===== src/rtl/tx.sv =====
// EPC Gen2 backscatter transmitter: FM0 / Miller encoder with pilot, preamble and dummy-1.
// Half-BLF period is taken from the receiver's TRcal count (DR = 8, HP = TRcal/16).
module tx #(
   parameter int HPSHIFT = 4
) (
   input  logic       clk,
   input  logic       reset,
   input  logic [9:0] trcal,
   input  logic [1:0] m,
   input  logic       trext,
   input  logic       start,
   input  logic       txbit,
   input  logic       txlast,
   output logic       txout,
   output logic       bitreq,
   output logic       busy,
   output logic       done
);

   typedef enum logic [2:0] {IDLE, PILOT, PREAMBLE, DATA, DUMMY, DONE} state_t;

   // Preamble symbol values, symbol i in bit i (FM0 symbol 4 is the violation V)
   localparam logic [7:0] FM0_PRE = 8'b0010_0101;
   localparam logic [7:0] MIL_PRE = 8'b0011_1010;

   state_t     state_reg, state_next;
   logic [9:0] hp_reg, hp_next;
   logic [9:0] cnt_reg, cnt_next;
   logic [1:0] m_reg, m_next;
   logic       trext_reg, trext_next;
   logic [3:0] hidx_reg, hidx_next;
   logic [4:0] idx_reg, idx_next;
   logic       bit_reg, bit_next;
   logic       v_reg, v_next;
   logic       last_reg, last_next;
   logic       lvl_reg, lvl_next;
   logic       bb_reg, bb_next;
   logic       prev_reg, prev_next;
   logic       sc_reg, sc_next;

   logic [9:0] hp_shift, hp_calc;
   logic       is_fm0, half_end, sym_end, in_frame;
   logic [3:0] nhalf_m1, mid_idx;
   logic [4:0] pilot_last;
   logic [7:0] pre_bits;
   logic [2:0] pre_nidx;
   logic       load, ld_bit, ld_v, lvl_base, bb_base, prev_base;

   assign hp_shift   = trcal >> HPSHIFT;
   assign hp_calc    = (hp_shift == 10'd0) ? 10'd1 : hp_shift;
   assign is_fm0     = (m_reg == 2'd0);
   // Symbol length in half-periods is 2 for FM0 and 2M for Miller, i.e. 2 << m
   assign nhalf_m1   = 4'((5'd2 << m_reg) - 5'd1);
   assign mid_idx    = 4'(5'd1 << m_reg);
   assign half_end   = (cnt_reg == hp_reg - 10'd1);
   assign sym_end    = half_end && (hidx_reg == nhalf_m1);
   assign pilot_last = is_fm0 ? 5'd11 : (trext_reg ? 5'd15 : 5'd3);
   assign pre_bits   = is_fm0 ? FM0_PRE : MIL_PRE;
   assign pre_nidx   = idx_reg[2:0] + 3'd1;
   assign in_frame   = (state_reg == PILOT) || (state_reg == PREAMBLE) ||
                       (state_reg == DATA)  || (state_reg == DUMMY);

   assign busy   = in_frame;
   assign done   = (state_reg == DONE);
   assign txout  = in_frame && (is_fm0 ? lvl_reg : (bb_reg ^ sc_reg));
   assign bitreq = sym_end && (((state_reg == PREAMBLE) && (idx_reg == 5'd5)) ||
                               ((state_reg == DATA) && !last_reg));

   always_ff @(posedge clk or posedge reset) begin
      if (reset) begin
         state_reg <= IDLE;
         hp_reg    <= 10'd1;
         cnt_reg   <= 10'd0;
         m_reg     <= 2'd0;
         trext_reg <= 1'b0;
         hidx_reg  <= 4'd0;
         idx_reg   <= 5'd0;
         bit_reg   <= 1'b0;
         v_reg     <= 1'b0;
         last_reg  <= 1'b0;
         lvl_reg   <= 1'b0;
         bb_reg    <= 1'b0;
         prev_reg  <= 1'b1;
         sc_reg    <= 1'b0;
      end else begin
         state_reg <= state_next;
         hp_reg    <= hp_next;
         cnt_reg   <= cnt_next;
         m_reg     <= m_next;
         trext_reg <= trext_next;
         hidx_reg  <= hidx_next;
         idx_reg   <= idx_next;
         bit_reg   <= bit_next;
         v_reg     <= v_next;
         last_reg  <= last_next;
         lvl_reg   <= lvl_next;
         bb_reg    <= bb_next;
         prev_reg  <= prev_next;
         sc_reg    <= sc_next;
      end
   end

   always_comb begin
      state_next = state_reg;
      hp_next    = hp_reg;
      cnt_next   = cnt_reg;
      m_next     = m_reg;
      trext_next = trext_reg;
      hidx_next  = hidx_reg;
      idx_next   = idx_reg;
      bit_next   = bit_reg;
      v_next     = v_reg;
      last_next  = last_reg;
      lvl_next   = lvl_reg;
      bb_next    = bb_reg;
      prev_next  = prev_reg;
      sc_next    = sc_reg;
      load       = 1'b0;
      ld_bit     = 1'b0;
      ld_v       = 1'b0;
      lvl_base   = lvl_reg;
      bb_base    = bb_reg;
      prev_base  = prev_reg;

      case (state_reg)
         IDLE: begin
            if (start) begin
               hp_next    = hp_calc;
               m_next     = m;
               trext_next = trext;
               cnt_next   = 10'd0;
               hidx_next  = 4'd0;
               idx_next   = 5'd0;
               sc_next    = 1'b0;
               last_next  = 1'b0;
               lvl_base   = 1'b0;
               bb_base    = 1'b0;
               prev_base  = 1'b1;
               load       = 1'b1;
               if ((m == 2'd0) && !trext) begin
                  state_next = PREAMBLE;
                  ld_bit     = FM0_PRE[0];
               end else begin
                  state_next = PILOT;
               end
            end
         end
         DONE: state_next = IDLE;
         default: begin
            cnt_next = cnt_reg + 10'd1;
            if (half_end) begin
               cnt_next  = 10'd0;
               sc_next   = ~sc_reg;
               hidx_next = hidx_reg + 4'd1;
               // Mid-symbol transitions
               if (hidx_reg + 4'd1 == mid_idx) begin
                  if (is_fm0) begin
                     if (!bit_reg || v_reg) lvl_next = ~lvl_reg;
                  end else if (bit_reg) begin
                     bb_next = ~bb_reg;
                  end
               end
               if (sym_end) begin
                  hidx_next = 4'd0;
                  case (state_reg)
                     PILOT: begin
                        load = 1'b1;
                        if (idx_reg == pilot_last) begin
                           state_next = PREAMBLE;
                           idx_next   = 5'd0;
                           ld_bit     = pre_bits[0];
                        end else begin
                           idx_next = idx_reg + 5'd1;
                        end
                     end
                     PREAMBLE: begin
                        load = 1'b1;
                        if (idx_reg == 5'd5) begin
                           state_next = DATA;
                           ld_bit     = txbit;
                           last_next  = txlast;
                        end else begin
                           idx_next = idx_reg + 5'd1;
                           ld_bit   = pre_bits[pre_nidx];
                           ld_v     = is_fm0 && (pre_nidx == 3'd4);
                        end
                     end
                     DATA: begin
                        load = 1'b1;
                        if (last_reg) begin
                           state_next = DUMMY;
                           ld_bit     = 1'b1;
                        end else begin
                           ld_bit    = txbit;
                           last_next = txlast;
                        end
                     end
                     default: state_next = DONE;
                  endcase
               end
            end
         end
      endcase

      // Symbol-start transitions; both encoders track so the mode can be latched at start
      if (load) begin
         bit_next  = ld_bit;
         v_next    = ld_v;
         prev_next = ld_bit;
         lvl_next  = ld_v ? lvl_base : ~lvl_base;
         bb_next   = (!ld_bit && !prev_base) ? ~bb_base : bb_base;
      end
   end

endmodule


===== config.mk =====
export PLATFORM = sky130hd
export DESIGN_NAME = tx
export DESIGN_NICKNAME = d
export VERILOG_FILES = /design/src/rtl/tx.sv
export SDC_FILE = /design/constraint.sdc
export NUM_CORES = 1
export LEC_CHECK = 0
export ABC_CLOCK_PERIOD_IN_PS = 3200
export CORE_UTILIZATION = 58
export CTS_CLUSTER_SIZE = 16
export DETAILED_ROUTE_END_ITERATION = 10
export PLACE_DENSITY = 0.8
export SLEW_MARGIN = 10
export SYNTH_ARGS = -nofsm -noshare
export SYNTH_HDL_FRONTEND = slang
export SYNTH_SLANG_ARGS = --single-unit

===== constraint.sdc =====
create_clock -name clk -period 3.2 [get_ports clk]
set_input_delay 0.48 -clock clk [delete_from_list [all_inputs] [get_ports clk]]
set_output_delay 0.48 -clock clk [all_outputs]
set_load 0.03 [all_outputs]

==> summary.md <==
| Metric | Value |
|---|---|
| Setup tns final | `0 ps` |
| Clock sink count | `38` |
| First DRT Iteration DRCs | `311` |
| Initial antenna violation count | `0` |
| Drt wl/cell | `16.7 um` |
| Slew Limit Fails | `0` |
| Total power per unit cell area | `341 nW/um^2` |
| Worst-Margin Slew | `916 ps` |
| Ant diodes | `0` |
| WHS | `492 ps` |
| Yosys warnings | `0` |
| Via Count | `2559` |
| Largest net degree at the start of global routing | `18` |
| Hpwl dp | `4880 um` |
| Row Count | `24` |
| GRT overflow | `0` |
| Number of port buffers | `17` |
| Core Footprint | `4410 um^2` |
| Tmin final | `3060 ps` |
| First-pass GRT wire length | `11200 um` |
| Synthesized Nets | `352` |
| H-tree levels | `2` |
| Longest Clk Path Bufs | `2` |
| Top_reg_cell synth | `dfrtp_1` |
| Max reg flops | `10` |
| Vias in the first global route | `2343` |
| Chip height | `70.2 um` |
| Setup-failing EPs final | `0` |
| Vias/cell | `6.45` |
| Netlist cell types | `60` |
| Pre-antenna DRT Iters | `5` |
| Rel. slew slack | `38.7%` |
| CP Launch Type | `register` |
| Max Fanout on Critical Path | `5` |
| Status | `complete, no violations` |
| Area Growth Syn to Fin | `14.1%` |
| Crit path arrival time | `2580 ps` |
| Placer Congestion | `0.909` |
| DR DRC count | `0` |
| Worst Path Required | `2720 ps` |
| Die X | `70.2 um` |
| Peak VDD IR | `0.223 mV` |
| Initial core utilization | `61.1%` |
| Hold Fails Final Rpt | `0` |
| Crit path kind | `reg2out` |
| MaxCap Viol Count | `0` |
| # nets final | `369` |
| Clk Latency, worst-skew pair | `300 ps` |
| CTS tree | `yes` |
| Die area | `4930 um^2` |
| Seq/Total Area, Yosys | `35.4%` |
| EDFF count, synth | `0` |
| Peak Freq | `327 MHz` |
| RSZ-0062 raised after global routing | `false` |
| Synth Cell Area | `2700 um^2` |
| Ys async rst share | `100%` |
| Clock root cell | `clkbuf_8` |
| Total Routing Usage GR | `28.6%` |
| # fillers | `365` |
| Cells after Synth | `327` |
| TritonCTS buffer count | `5` |
| ANT nets after route | `0` |
| Tcrit/Tclk final | `95.6%` |
| Final WL | `6650 um` |
| LEAKAGE | `1.35 nW` |
| Clk slew on worst S/H paths | `70 ps` |
| IO Count | `22` |
| Clock skew | `10.7 ps` |
| Critical path endpoint category | `output port` |
| Synthesized flop and latch total | `38` |
| Syn avg cell area | `8.25 um^2` |
| Hold Crit Class | `reg2reg` |
| Fraction of layout cells with a size suffix above 1 | `8.70%` |
[cell type report]
class	count	area, um^2	area share, %
clock inverter	2	60.1	1.95
inverter	14	52.6	1.71
sequential	38	953	31.0
tap	52	65.1	2.12
timing repair buffer	25	228	7.40
multi-input combinational	260	1630	53.1
clock buffer	6	82.6	2.69
[per-stage QoR]
step	std cells	util, %	worst slack [ps]	power, W	instance area (um^2)
2_1_floorplan	327	-	209	0.000520	2700
3_3_place_gp	388	66.2	324	0.000548	2920
3_5_place_dp	388	66.2	251	0.000549	2920
4_1_cts	396	69.5	29.3	0.00105	3070
5_1_grt	397	69.7	6.56	0.00107	3080
6_report	397	69.7	140	0.00105	3080
[synth_stat cells, types with 2 or more instances]
cell type  count  area share (%)
nor2_1        28             3.9
o211ai_1       3            0.84
nand4_1        5             1.2
or2_1          2            0.46
ha_1           7             3.2
and4b_1        2            0.74
xor2_1         9             2.9
nand2b_1       5             1.2
a21oi_2        2            0.65
nor4b_1        2            0.65
nand3b_1       3            0.84
o21ai_0       17             3.2
nand3_1       13             2.4
and3_1         4            0.93
inv_1         14             1.9
a21oi_1       16             3.0
nor4bb_1       4             1.5
dfrtp_1       36              33
nor3_1        10             1.9
buf_2          4            0.74
a211o_1        2            0.65
nor4_1         3            0.70
dfstp_2        2             1.9
or3_1          5             1.2
or4_1          2            0.56
a32oi_1        2            0.65
a21o_1         4             1.1
o21ai_1        6             1.1
nor2b_1        4            0.93
mux2i_1        5             1.9
o31ai_1        7             1.9
xnor2_1        8             2.6
clkbuf_1      11             1.5
and4_1         2            0.65
a31oi_1        4            0.93
a32o_1         2            0.74
nand4b_1       2            0.65
nand2_1       48             6.7
[cells by family (layout without fill, tap and decap cells)]
group,count (synthesis),after routing,synth area share (%)
and+or+nand+nor,151,151,29.0
muxes,5,5,1.86
xor gates and xnor gates,17,17,5.52
AOI/OAI and AO/OA,80,80,20.8
buffers and inverters,29,47,4.22
adders and majority gates,7,7,3.25
DFF,38,38,35.4
[layout by cell type (no fill, tap or decap), drive strengths merged, types with 5 or more instances in the layout]
cell type       n
dfrtp          36
xor2            9
nand3          13
nor2           28
clkbuf          6
inv            14
a21oi          19
clkdlybuf4s50  16
or3             5
o21ai          23
nor3           11
nand2b          5
buf             9
o31ai           7
nand2          49
ha              7
mux2i           5
xnor2           8
nand4           5
[repair_timing]
action	4_1_cts	5_1_grt
gates cloned	0	0
resized for setup	1	0
pin swaps	0	2
setup buffers	0	1
hold buffers	0	0
endpoints found under the setup margin	1	1
[final timing paths]
| path | cells after the start | to | slack (ps) | startpoint |
|---|---|---|---|---|
| setup reg to reg | 9 | last_reg | 340 | hp_reg[0] |
| hold / removal | 2 | prev_reg | 490 | prev_reg |
| max in group asynchronous | 3 | prev_reg | 1920 | reset |
| setup / recovery | 8 | bitreq | 140 | hp_reg[0] |
| min in group asynchronous | 2 | hidx_reg[2] | 580 | reset |
| hold reg to reg | 2 | prev_reg | 490 | prev_reg |
[per-layer routing]
metal | GRT usage, % | part of all wire (%) | vias to the layer above
met5 | 0 | 0 | -
met4 | 6.89 | 1.3 | 0
met3 | 5.05 | 7.9 | 11
met2 | 44.8 | 46 | 118
met1 | 41.3 | 45 | 1214
li1 | - | - | 1216
[worst max-delay path, stage by stage (launching register included)]
cell and delay [ps]:
dfstp_2 540, inv_1 50, ha_1 260, nor2b_1 170
a211o_1 340, a2111oi_4 360, nand2_1 140, nor3_2 230
buf_4 190
[where the power goes]
part           switching, W  internal, W  leakage [nW]
clock              0.000176     0.000332        0.0714
sequential       0.00000234     0.000484         0.481
combinational     0.0000261    0.0000270         0.800
Power figures use the tool's default switching activity.
